[src/rtl/muldiv_seq.sv]
// Iterative unsigned multiply/divide unit for the MIPS-style datapath.
// One shift-add (multiply) or restoring-subtract (divide) step per clock;
// results land in HI/LO, which the CPU reads through mfhi/mflo while
// stalling on busy_o.
module muldiv_seq #(
    parameter int WIDTH = 32,
    parameter int CNT_W = 5
) (
    input  logic             clk_i,
    input  logic             rst_i,
    input  logic             start_i,
    input  logic             op_i,
    input  logic [WIDTH-1:0] src1_i,
    input  logic [WIDTH-1:0] src2_i,
    output logic             busy_o,
    output logic             done_o,
    output logic [WIDTH-1:0] hi_o,
    output logic [WIDTH-1:0] lo_o
);

    typedef enum logic [1:0] {
        IDLE = 2'd0,
        BUSY = 2'd1,
        DONE = 2'd2
    } state_t;

    state_t state, state_next;

    logic [CNT_W-1:0] cnt;
    logic             op_r;     // 0 = multiply, 1 = divide
    logic [WIDTH-1:0] opnd;     // multiplicand M or divisor D
    logic [WIDTH-1:0] acc_hi;   // product upper half or remainder R
    logic [WIDTH-1:0] acc_lo;   // product lower half or quotient Q

    logic             accept;
    logic             div_zero;
    logic             last_iter;

    logic [WIDTH:0]   mul_sum;   // upper half plus M, carry kept
    logic [WIDTH:0]   div_shift; // remainder after the left shift, one bit wider
    logic [WIDTH-1:0] div_sub;   // low bits of div_shift - D
    logic             div_ge;    // trial subtraction is non-negative
    logic [WIDTH-1:0] step_hi;
    logic [WIDTH-1:0] step_lo;

    assign accept    = start_i && (state == IDLE || state == DONE);
    assign div_zero  = op_i && (src2_i == '0);
    assign last_iter = (state == BUSY) && (cnt == CNT_W'(WIDTH - 1));

    assign busy_o = (state == BUSY);
    assign done_o = (state == DONE);

    // Next-state decode for the IDLE/BUSY/DONE controller.
    always_comb begin
        // NOTE: every always_comb output gets a default first so no path leaves it unassigned and infers a latch.
        state_next = state;
        unique case (state)
            IDLE, DONE: begin
                if (start_i) state_next = div_zero ? DONE : BUSY;
                else         state_next = IDLE;
            end
            BUSY: begin
                if (last_iter) state_next = DONE;
            end
            default: state_next = IDLE;
        endcase
    end

    // One multiply or divide iteration computed from the current accumulator.
    always_comb begin
        mul_sum   = {1'b0, acc_hi} + (acc_lo[0] ? {1'b0, opnd} : '0);
        div_shift = {acc_hi, acc_lo[WIDTH-1]};
        div_ge    = (div_shift >= {1'b0, opnd});
        // The true difference is below 2^WIDTH whenever it is kept, so the low bits suffice.
        div_sub   = div_shift[WIDTH-1:0] - opnd;
        step_hi   = '0;
        step_lo   = '0;
        if (!op_r) begin
            // {carry, P} shifted right by one.
            step_hi = mul_sum[WIDTH:1];
            step_lo = {mul_sum[0], acc_lo[WIDTH-1:1]};
        end else if (div_ge) begin
            step_hi = div_sub;
            step_lo = {acc_lo[WIDTH-2:0], 1'b1};
        end else begin
            step_hi = div_shift[WIDTH-1:0];
            step_lo = {acc_lo[WIDTH-2:0], 1'b0};
        end
    end

    // State, operand latch, iteration registers and HI/LO result registers.
    always_ff @(posedge clk_i) begin
        // NOTE: sequential state uses non-blocking assignments so every register samples pre-edge values.
        if (!rst_i) begin
            // NOTE: datapath registers are reset too, so an aborted operation leaves nothing behind.
            state  <= IDLE;
            cnt    <= '0;
            op_r   <= 1'b0;
            opnd   <= '0;
            acc_hi <= '0;
            acc_lo <= '0;
            hi_o   <= '0;
            lo_o   <= '0;
        end else begin
            state <= state_next;
            if (accept) begin
                cnt    <= '0;
                op_r   <= op_i;
                acc_hi <= '0;
                if (op_i) begin
                    opnd   <= src2_i;  // divisor
                    acc_lo <= src1_i;  // dividend becomes Q
                end else begin
                    opnd   <= src1_i;  // multiplicand
                    acc_lo <= src2_i;  // multiplier in the low half of P
                end
                if (div_zero) begin
                    hi_o <= src1_i;
                    lo_o <= '1;
                end
            end else if (state == BUSY) begin
                cnt    <= cnt + 1'b1;
                acc_hi <= step_hi;
                acc_lo <= step_lo;
                if (last_iter) begin
                    hi_o <= step_hi;
                    lo_o <= step_lo;
                end
            end
        end
    end

endmodule

[config.mk]
export PLATFORM = sky130hd
export DESIGN_NAME = muldiv_seq
export DESIGN_NICKNAME = d
export VERILOG_FILES = /design/src/rtl/muldiv_seq.sv
export SDC_FILE = /design/constraint.sdc
export NUM_CORES = 1
export LEC_CHECK = 0
export CAP_MARGIN = 20
export CELL_PAD_IN_SITES_DETAIL_PLACEMENT = 1
export CELL_PAD_IN_SITES_GLOBAL_PLACEMENT = 1
export CORE_MARGIN = 2
export CORE_UTILIZATION = 43
export CTS_CLUSTER_DIAMETER = 120
export DETAILED_ROUTE_END_ITERATION = 10
export PLACE_DENSITY_LB_ADDON = 0.1
export SLEW_MARGIN = 10
export SYNTH_ARGS = -nofsm -noshare
export SYNTH_HDL_FRONTEND = slang
export SYNTH_SLANG_ARGS = --single-unit
export TNS_END_PERCENT = 5
[constraint.sdc]
create_clock -name clk_i -period 3.65 [get_ports clk_i]
set_clock_uncertainty 0.15 [all_clocks]
set_input_delay 0.365 -clock clk_i [delete_from_list [all_inputs] [get_ports clk_i]]
set_output_delay 0.365 -clock clk_i [all_outputs]
set_load 0.01 [all_outputs]
==> flow_summary.ini <==
[timing]
worst_slew_pin_slew_ns = 0.960
slew_headroom = 0.360
rsz0062_at_grt = true
final_hold_viol_count = 0
post-route-period-util = 0.982
whs_ns = 0.322
layout_min_cycle_time_ns = 3.59
fin_ws_ns = 0.0643
drv_slew = 0
setup_violations = 0
fmax_mhz = 279

[synth]
synth_top_family_by_area = compound AO/OA/AOI/OAI gates
synth-compound-area-share = 0.273
synth_fp_nets = 1661
synthesis.area_um2 = 11800
ys.flop_type = dfxtp_1
yosysWarnings = 0
synth_fa_ha_area_frac = 0.0734
synth_xor_area_frac = 0.0385
syn_inst = 1525
ys_async_sr_fraction = 0
ys_ff_latch = 168
synth_edf_count = 0
synthMuxAreaShare = 0.0915
netlist-cell-type-count = 80
synth_area_per_cell_um2 = 7.74
yosysSeqAreaShare = 0.285
synthSimpleGateAreaFrac = 0.187

[final_layout]
fillCellCount = 3296
multiInputGateArea_um2 = 7940
syn_to_final_growth_pct = 24.1
sequential_cell_area_um2 = 3370
drive_gt1_frac = 0.118
final_common_cell = nand2_1
num-nets-final = 1796
final_area_um2 = 14600
final_cell_mix = nand2_1, dfxtp_1, nor2_1, clkdlybuf4s50_1, a21oi_1
final_util = 0.543
n_antenna_cell = 0

[worst_hold_path]
min_path_type = reg2reg

[floorplan]
design.core.area_um2 = 27000
die_y_um = 170
io_pins = 134
die_w_um = 170
rows = 60
die-area_um2 = 28800
start_util = 0.438

[pwr]
p_int_mw = 3.51
power_density_nw_per_um2 = 370
power_frac_clock = 0.338
seqPwrFrac = 0.371
p_sw_mw = 1.91
switching_share = 0.352
peakVddDrop_v = 0.000320
p_leak_nw = 5.78
combPwrFrac = 0.291

[global_routing]
grtUsageTotal = 0.310
grt_pass1_wl_um = 70100
antenna_found_initial = 1
grt_max_degree = 105
grt_pass1_vias = 12280
grt_overflow = 0

[job]
maxCapViolCount = 0

[setup_path]
cp-end-kind = flip-flop
crit_required_ns = 3.82
path_max_fanout = 7
reg2reg_to = hi_o[18]$_SDFFE_PN0P_
worst-r2r-setup-slack_ns = 0.06
startpoint = opnd[18]$_SDFFE_PN0P_
cp-endpoint = hi_o[18]$_SDFFE_PN0P_
critPathArrivalTime_ns = 3.75
r2r_cells = 13
crit_chain = inv_1 > ha_1 > and4_1 > and3_1 > a41oi_1 > o21ai_1 > a211oi_2 > nand2_1 > mux2_1 > a21oi_1 > buf_4 > a21o_1 > a21oi_1
worstSetupPathType = reg2reg
cp-start-kind = flip-flop
worstReg2RegStart = opnd[18]$_SDFFE_PN0P_
crit_path_top_delay_cell = a211oi_2
critPathMostFrequentCell = a21oi_1
slowest_delay_ns = 0.39

[detailed_routing]
firstDrtPassIters = 5
antenna_left = 0
drt-initial-drc-count = 874
wl_per_cell_um = 22.2
vias = 12254
vias_per_cell = 6.08
routed_wl_um = 44700
drc_errors = 0

[placement]
post-place-ws_ns = -0.0513
place_area_um2 = 13900
gp_congestion = 0.928
dp_hpwl_um = 33200
port_buffers = 133

[cts]
cts-root-buf = clkbuf_16
clock_sinks = 168
cts_inserted_buffers = 17
htree_levels = 4
cts_tree = built
cts.hold.buffers_added = 0
cts_max_path_buffers = 2
clkLatencyLatePin_ns = 0.44
clk_pin_slew_ns = 0.07

[run_status]
status = finished clean
layout make-up:
type	count	area share
multi-input cells	1200	0.542
flip-flops and latches	168	0.230
repair buffers	223	0.146
clock buffers	18	0.0293
well taps	341	0.0291
inverters	50	0.0130
clock inverters	14	0.00949
kinds of logic after synthesis:
family / count (synthesis)
and+or+nand+nor: 499
xor gates and xnor gates: 51
adders and majority gates: 68
AOI/OAI and AO/OA: 478
muxes: 104
buffers and inverters: 157
DFF: 168
synth_stat cells (all sizes together), types with 9 or more instances:
cell type	count	share of area
nand4	10	0.0053
ha	66	0.070
nor2	150	0.048
dfxtp	168	0.29
xnor2	22	0.016
a211oi	49	0.032
mux2i	73	0.062
clkbuf	85	0.027
buf	22	0.0091
o21ai	77	0.033
and3	9	0.0048
o21a	12	0.0076
nand3	17	0.0072
nand2	218	0.069
a31oi	36	0.021
inv	48	0.015
and2	39	0.021
a21oi	128	0.055
nor3	15	0.0064
a311oi	35	0.026
xor2	29	0.022
o211ai	47	0.031
mux2	31	0.030
a21o	29	0.018
worst max-delay path: cells and delay by family (launching register included):
family | cells | cell delay [ns]
AO/OA/AOI/OAI | 6 | 1.15
flip-flops | 1 | 0.38
adder cells (fa/ha/maj) | 1 | 0.38
multiplexers | 1 | 0.39
buffers and inverters | 2 | 0.23
AND/OR/NAND/NOR | 3 | 0.78
metal layers:
metal	wire length, um	track usage
met4	656	0.0680
met3	2720	0.0471
met1	21600	0.452
met5	13	0
met2	19700	0.482
state kept, by name, indices dropped and copies added (netlist names):
register / flops
state: 2
op_r: 1
hi_o: 32
cnt: 5
acc_hi: 32
lo_o: 32
opnd: 32
acc_lo: 32
through the flow:
step | std cells | power [mW] | setup TNS [ns]
4_1_cts | 2011 | 5.37 | 0
2_1_floorplan | 1525 | 2.97 | 0
5_1_grt | 2014 | 5.65 | -0.240
3_3_place_gp | 1978 | 3.50 | -0.0152
6_report | 2014 | 5.42 | 0
3_5_place_dp | 1978 | 3.54 | -0.141
worst min path at each step:
stage / slack (ns) / cells after the start / from / to
after floorplan: 0.29 / 2 / cnt[4]$_SDFFE_PP0P_ / cnt[4]$_SDFFE_PP0P_
after global placement: 0.30 / 2 / cnt[4]$_SDFFE_PP0P_ / cnt[4]$_SDFFE_PP0P_
after detailed placement: 0.31 / 2 / hi_o[2]$_SDFFE_PN0P_ / hi_o[2]$_SDFFE_PN0P_
after CTS: 0.32 / 2 / cnt[4]$_SDFFE_PP0P_ / cnt[4]$_SDFFE_PP0P_
after global routing: 0.36 / 2 / cnt[4]$_SDFFE_PP0P_ / cnt[4]$_SDFFE_PP0P_
final: 0.32 / 2 / cnt[4]$_SDFFE_PP0P_ / cnt[4]$_SDFFE_PP0P_
timing repair:
action	CTS	global route
endpoints found under the setup margin	11	57
pin swaps	1	8
resized for setup	3	27
setup buffers	1	3
power groups by stage:
stage | registers, mW | logic (mW) | clock network [mW]
floorplan | 2.00 | 0.970 | 0
global placement | 2.05 | 1.46 | 0
detailed placement | 2.05 | 1.49 | 0
CTS | 2.01 | 1.51 | 1.86
global route | 2.02 | 1.71 | 1.92
finish | 2.01 | 1.58 | 1.83
Power figures use the tool's default switching activity.
